--- src/rtl/xnor_popcount_neuron_pkg.sv ---
// Shared constants for the binary neuron and its pooling neighbour.
// Holds the default geometry, the FSM encoding and a counter width helper.
package xnor_popcount_neuron_pkg;

    localparam int KL_DEF = 9;
    localparam int CW_DEF = 4;
    localparam int PS_DEF = 4;
    localparam int TH_DEF = 5;

    localparam logic [1:0] ST_IDLE = 2'd0;
    localparam logic [1:0] ST_ACC  = 2'd1;
    localparam logic [1:0] ST_OUT  = 2'd2;

    typedef enum logic [1:0] {
        IDLE = ST_IDLE,
        ACC  = ST_ACC,
        OUT  = ST_OUT
    } state_t;

    // Bits needed to hold the values 0..n-1.
    function automatic int cnt_w(input int n);
        return (n < 2) ? 1 : $clog2(n);
    endfunction

endpackage

--- src/rtl/xnor_popcount_neuron_if.sv ---
// Bit-pair stream in, thresholded activation strobe out.
// master drives the bit pairs; slave is the neuron.
interface xnor_popcount_neuron_if;

    logic iVALID;
    logic oREADY;
    logic iACT;
    logic iWGT;
    logic oVALID;
    logic oDATA;
    logic oGRP_END;
    logic oBUSY;

    modport master (
        output iVALID, iACT, iWGT,
        input  oREADY, oVALID, oDATA, oGRP_END, oBUSY
    );

    modport slave (
        input  iVALID, iACT, iWGT,
        output oREADY, oVALID, oDATA, oGRP_END, oBUSY
    );

endinterface

--- src/rtl/xnor_popcount_neuron_cnt.sv ---
// Up-counter with synchronous clear and count enable.
// Clear wins over enable; wraps naturally at 2^W.
module xnor_popcount_neuron_cnt #(
    parameter int W = 4
) (
    input  logic         iCLK,
    input  logic         iRSTn,
    input  logic         i_clr,
    input  logic         i_en,
    output logic [W-1:0] o_cnt
);

    logic [W-1:0] r_cnt;

    // Count register: clear first, then increment when enabled.
    always_ff @(posedge iCLK or negedge iRSTn) begin
        if (!iRSTn)
            r_cnt <= '0;
        else if (i_clr)
            r_cnt <= '0;
        else if (i_en)
            r_cnt <= r_cnt + W'(1);
    end

    assign o_cnt = r_cnt;

endmodule

--- src/rtl/xnor_popcount_neuron.sv ---
// XNOR-popcount binary neuron feeding the OR max-pooling stage.
// Optional runtime threshold register: XNOR_NEURON_THRESH_REG_EN.
module xnor_popcount_neuron
    import xnor_popcount_neuron_pkg::*;
#(
    parameter int KL = KL_DEF,
    parameter int CW = CW_DEF,
    parameter int PS = PS_DEF,
    parameter int TH = TH_DEF
) (
    input  logic                  iCLK,
    input  logic                  iRSTn,
    input  logic                  iCLR,
`ifdef XNOR_NEURON_THRESH_REG_EN
    input  logic                  iTH_LD,
    input  logic [CW-1:0]         iTH,
`endif
    xnor_popcount_neuron_if.slave bus
);

    localparam int TW = cnt_w(KL);
    localparam int GW = cnt_w(PS);

    generate
        if ((2 ** CW) <= KL) begin : g_cw_chk
            $error("CW too narrow for KL");
        end
    endgenerate

    state_t        r_state;
    state_t        w_nxt;
    logic [CW-1:0] r_pop;
    logic          r_data;
    logic [CW-1:0] w_th;
    logic [TW-1:0] w_tap;
    logic [GW-1:0] w_grp;
    logic          w_ready;
    logic          w_out;
    logic          w_xfer;
    logic          w_xnor;
    logic          w_done;
    logic          w_grp_last;
    logic          w_cmp;

`ifdef XNOR_NEURON_THRESH_REG_EN
    logic [CW-1:0] r_th;

    // Runtime threshold; untouched by iCLR.
    always_ff @(posedge iCLK or negedge iRSTn) begin
        if (!iRSTn)
            r_th <= CW'(TH);
        else if (iTH_LD)
            r_th <= iTH;
    end

    assign w_th = r_th;
`else
    assign w_th = CW'(TH);
`endif

    assign w_out      = (r_state == OUT);
    assign w_ready    = !w_out;
    assign w_xfer     = bus.iVALID & w_ready & ~iCLR;
    assign w_xnor     = bus.iACT ~^ bus.iWGT;
    assign w_done     = w_xfer & (w_tap == TW'(KL - 1));
    assign w_grp_last = (w_grp == GW'(PS - 1));
    assign w_cmp      = (r_pop >= w_th);

    xnor_popcount_neuron_cnt #(.W(TW)) u_tap (
        .iCLK  (iCLK),
        .iRSTn (iRSTn),
        .i_clr (iCLR | w_done),
        .i_en  (w_xfer),
        .o_cnt (w_tap)
    );

    xnor_popcount_neuron_cnt #(.W(GW)) u_grp (
        .iCLK  (iCLK),
        .iRSTn (iRSTn),
        .i_clr (iCLR | (w_out & w_grp_last)),
        .i_en  (w_out),
        .o_cnt (w_grp)
    );

    // State register.
    always_ff @(posedge iCLK or negedge iRSTn) begin
        if (!iRSTn)
            r_state <= IDLE;
        else
            r_state <= w_nxt;
    end

    // Next state; the unused code falls into the IDLE branch.
    always_comb begin
        w_nxt = r_state;
        case (r_state)
            ACC: begin
                if (w_done)
                    w_nxt = OUT;
            end
            OUT: begin
                w_nxt = IDLE;
            end
            default: begin
                if (w_done)
                    w_nxt = OUT;
                else if (w_xfer)
                    w_nxt = ACC;
                else
                    w_nxt = IDLE;
            end
        endcase
        if (iCLR)
            w_nxt = IDLE;
    end

    // Popcount: first tap loads, later taps accumulate.
    always_ff @(posedge iCLK or negedge iRSTn) begin
        if (!iRSTn)
            r_pop <= '0;
        else if (iCLR)
            r_pop <= '0;
        else if (w_xfer) begin
            if (r_state == ACC)
                r_pop <= r_pop + CW'(w_xnor);
            else
                r_pop <= CW'(w_xnor);
        end
    end

    // Holds the last result between strobes.
    always_ff @(posedge iCLK or negedge iRSTn) begin
        if (!iRSTn)
            r_data <= 1'b0;
        else if (iCLR)
            r_data <= 1'b0;
        else if (w_out)
            r_data <= w_cmp;
    end

    assign bus.oREADY   = w_ready;
    assign bus.oBUSY    = (r_state == ACC);
    assign bus.oVALID   = w_out;
    assign bus.oGRP_END = w_out & w_grp_last;
    assign bus.oDATA    = w_out ? w_cmp : r_data;

endmodule

--- src/flat_wrapper.sv ---
// flat-port wrapper written by rule: the top's interface ports become plain ports
module xnor_popcount_neuron_flat import xnor_popcount_neuron_pkg::*;
#(
    parameter int KL = KL_DEF,
    parameter int CW = CW_DEF,
    parameter int PS = PS_DEF,
    parameter int TH = TH_DEF
)
  (iCLK, iRSTn, iCLR, bus_iVALID, bus_iACT, bus_iWGT, bus_oREADY, bus_oVALID, bus_oDATA, bus_oGRP_END, bus_oBUSY);
  xnor_popcount_neuron_if bus_i ();
  input  logic iCLK;
  input  logic iRSTn;
  input  logic iCLR;
  input wire logic [$bits(bus_i.iVALID)-1:0] bus_iVALID;
  input wire logic [$bits(bus_i.iACT)-1:0] bus_iACT;
  input wire logic [$bits(bus_i.iWGT)-1:0] bus_iWGT;
  output wire logic [$bits(bus_i.oREADY)-1:0] bus_oREADY;
  output wire logic [$bits(bus_i.oVALID)-1:0] bus_oVALID;
  output wire logic [$bits(bus_i.oDATA)-1:0] bus_oDATA;
  output wire logic [$bits(bus_i.oGRP_END)-1:0] bus_oGRP_END;
  output wire logic [$bits(bus_i.oBUSY)-1:0] bus_oBUSY;
  assign bus_i.iVALID = bus_iVALID;
  assign bus_i.iACT = bus_iACT;
  assign bus_i.iWGT = bus_iWGT;
  assign bus_oREADY = bus_i.oREADY;
  assign bus_oVALID = bus_i.oVALID;
  assign bus_oDATA = bus_i.oDATA;
  assign bus_oGRP_END = bus_i.oGRP_END;
  assign bus_oBUSY = bus_i.oBUSY;
  xnor_popcount_neuron #(.KL(KL), .CW(CW), .PS(PS), .TH(TH)) u_core (.iCLK(iCLK), .iRSTn(iRSTn), .iCLR(iCLR), .bus(bus_i));
endmodule
--- config.mk ---
export PLATFORM = sky130hd
export DESIGN_NAME = xnor_popcount_neuron_flat
export DESIGN_NICKNAME = d
export VERILOG_FILES = /design/src/rtl/xnor_popcount_neuron_pkg.sv /design/src/rtl/xnor_popcount_neuron_if.sv /design/src/rtl/xnor_popcount_neuron_cnt.sv /design/src/rtl/xnor_popcount_neuron.sv /design/src/flat_wrapper.sv
export SDC_FILE = /design/constraint.sdc
export NUM_CORES = 1
export LEC_CHECK = 0
export CORE_MARGIN = 2
export CORE_UTILIZATION = 46
export CTS_CLUSTER_SIZE = 30
export DETAILED_ROUTE_END_ITERATION = 6
export PLACE_DENSITY = 0.72
export SLEW_MARGIN = 20
export SYNTH_ARGS = -nofsm -noshare
export SYNTH_HDL_FRONTEND = slang
export SYNTH_SLANG_ARGS = --single-unit
--- constraint.sdc ---
create_clock -name iCLK -period 1.45 [get_ports iCLK]
set_input_delay 0.29 -clock iCLK [delete_from_list [all_inputs] [get_ports iCLK]]
set_output_delay 0.29 -clock iCLK [all_outputs]
set_load 0.1 [all_outputs]
==> impl_results.md <==
* CP arrival at 1.39 ns
* Area leader, netlist: dfrtp_1
* Sw Share at 28.4%
* Finished Cell Area at 1280 µm²
* Share of cells above drive strength 1 at 44.6%
* HPWL Detailed at 1350 µm
* Yosys top cell area share at 41.9%
* Number of cell rows at 14
* Synth area leaders: dfrtp_1 (42%), ha_1 (11%), a21oi_1 (5.8%)
* Fillers at 94
* CTS tree: built
* Worst-Skew Late Latency at 0.28 ns
* DRT antenna net count at 0
* Clock share of power at 28.5%
* Port bufs at 10
* Initial antenna violation count at 0
* Placed inst area at 1090 µm²
* Die area at 2030 µm²
* # Max-Cap Violations at 0
* N_diodes at 0
* Comb pwr share at 24.6%
* Final Hold Fails at 0
* Yosys cell types at 27
* Setup violations, final at 9
* Vias per cell at 5.74
* H-tree depth at 1
* Via Count at 786
* Post-layout util at 83.4%
* Drt first pass iters at 4
* P_int at 0.000582 W
* Cts bufs inserted at 3
* Leakage Power at 0.558 nW
* Sequential Power Share at 46.9%
* Grt ovf at 0
* Core Box Area at 1540 µm²
* Mapped Nets at 98
* Fin. max-slew vios at 0
* Drt initial violations at 21
* Failing checks: negative setup slack
* Slew headroom at 82.5%
* Min Hold Slack at 0.302 ns
* Cell Pwr Density at 632 nW/µm²
* Worst setup margin at -0.233 ns
* Max incr delay on CP at 0.41 ns
* Synth warn at 0
* CP endpoint kind: primary output
* Synthesized area at 777 µm²
* Register bit total from synthesis at 13
* First-pass GRT wire length at 2990 µm
* Skew final at 0.0119 ns
* Psw at 0.000231 W
* RSZ-0062 raised after global routing: yes
* Synth Instances at 85
* CP Cell Sequence: inv_2, ha_4, buf_12, nor2_4, a21oi_4, buf_12
* Reg-to-reg setup timing slack at -0.17 ns
* Final WL at 2110 µm
* Top sig layer: met4
* Nets@finish at 135
* Routed met3 length at 96 µm
* GPL Wtd Cong at 0.876
* Die Y-Extent at 45.1 µm
* Num Clock Sinks at 13
* Bufs on Longest Clock Path at 2
* Register area share after synthesis at 41.9%
* Startpoint Class: flop
* Peak VDD IR at 536 µV
* Crit-path max FO at 3
* Met1 wire length at 868 µm
* Initial core utilization at 50.4%
* # hold bufs at CTS at 0
* Vias in the first global route at 749
* I/O pins at 11
* Critical Path Most Common Cell: buf_12
* Mean Syn Cell Area at 9.14 µm²
* Min Tclk post-route at 1.68 ns
* Hold Path Class: primary input to async pin
* Worst-path clk slew at 0.09 ns
* Crit path max-delay cell type: dfrtp_1
* Clk root buf: clkbuf_4
* Status: complete, but fails checks
* FMAX at 594 MHz
* Critical Path RT at 1.16 ns
* Wire length per cell at 15.4 µm
* Largest net degree at the start of global routing at 14
* Met2 WL at 1080 µm
* Worst slew pin tran at 0.261 ns
* Tot GR Track Use at 20.2%
* Detailed-route DRC error count at 0
* Die X-Extent at 45.1 µm
* Worst Path Class, Setup: flop to primary output
* Final period util at 116%
* Area Growth Syn to Fin at 65.4%
cells in the final DEF, fill, tap and decap left out, types with 3 or more instances in the layout:
cell	instances
nor2_1	6
clkdlybuf4s50_1	3
inv_1	3
a21oi_1	4
buf_6	8
nand3_1	7
a21oi_2	4
ha_1	4
dfrtp_1	12
nand3b_1	3
nand2_1	7
buf_4	17
buf_12	6
clkbuf_4	3
flip-flops by register name, summed over array words and instances, names as in the netlist:
signal / count
u_core.r_data: 1
u_core.r_state: 2
u_core.r_pop: 4
u_core.u_grp.o_cnt: 2
u_core.u_tap.o_cnt: 4
worst max-delay path: cells and delay by family, from the launching register on:
| family | cells | cell delay [ns] |
|---|---|---|
| flip-flops | 1 | 0.41 |
| buffers and inverters | 3 | 0.38 |
| adder cells (fa/ha/maj) | 1 | 0.16 |
| AO/OA/AOI/OAI | 1 | 0.13 |
| AND/OR/NAND/NOR | 1 | 0.03 |
through the flow:
| stage | TNS [ns] | worst slack, ns | cells | power (W) |
|---|---|---|---|---|
| detailed placement | -1.54 | -0.538 | 121 | 0.000542 |
| global route | -1.73 | -0.272 | 137 | 0.000850 |
| CTS | -1.14 | -0.207 | 132 | 0.000769 |
| finish | -1.30 | -0.233 | 137 | 0.000813 |
| floorplan | -2.66 | -0.425 | 85 | 0.000478 |
| global placement | -1.15 | -0.435 | 121 | 0.000537 |
layout make-up:
type	instances	area [µm²]	share of cell area, %
clock buffers	4	26.3	2.04
inverters	6	26.3	2.04
multi-input cells	62	500	38.9
flip-flops and latches	13	327	25.4
well taps	16	20.0	1.56
repair buffers	36	385	30.0
repair_timing:
action                     4_1_cts  5_1_grt
pin swaps                        6        6
setup endpoints to repair        8       14
buffers inserted                 7        5
gates resized for setup          6       17
final timing paths:
check | startpoint | endpoint | cells after the start
max | u_core.r_state[0] | bus_oDATA | 6
min | iRSTn | u_core.r_state[0] | 2
max reg2reg | u_core.r_state[1] | u_core.r_pop[3] | 5
min reg2reg | u_core.u_grp.o_cnt[1] | u_core.u_grp.o_cnt[1] | 2
max in group asynchronous | iRSTn | u_core.u_tap.o_cnt[2] | 2
min in group iCLK | u_core.u_grp.o_cnt[1] | u_core.u_grp.o_cnt[1] | 2
Yosys cell counts (all sizes together):
cell type,count
o21ai,2
nor3b,2
o31ai,1
a31oi,2
a21oi,9
nand3,7
or4b,1
nand4,1
nand4b,1
clkbuf,2
ha,7
nand2b,3
dfrtp,13
o21a,1
buf,2
xnor2,1
nor2b,1
or3,2
nand2,7
nand3b,3
inv,6
and2,1
mux2i,1
a211oi,2
nor2,7
power groups by stage:
stage	registers [W]	clock network (W)	logic, W
floorplan	0.000387	0	0.0000904
global placement	0.000387	0	0.000150
detailed placement	0.000387	0	0.000155
CTS	0.000380	0.000225	0.000164
global route	0.000382	0.000255	0.000213
finish	0.000381	0.000232	0.000200
metal layers:
layer	vias up	track usage, %
met2	31	36.6
met5	-	0
met4	0	8.24
met3	8	2.80
li1	368	-
met1	379	23.6
logic make-up (layout without fill, tap and decap cells):
kind of cell | after synthesis | in the layout | share of synthesized area (%)
and+or+nand+nor | 36 | 36 | 25.9
adders and majority gates | 7 | 7 | 11.3
buffers and inverters | 10 | 46 | 5.96
AOI/OAI and AO/OA | 17 | 17 | 12.6
DFF | 13 | 13 | 41.9
xor gates and xnor gates | 1 | 1 | 1.13
muxes | 1 | 1 | 1.29
Power figures use the tool's default switching activity.
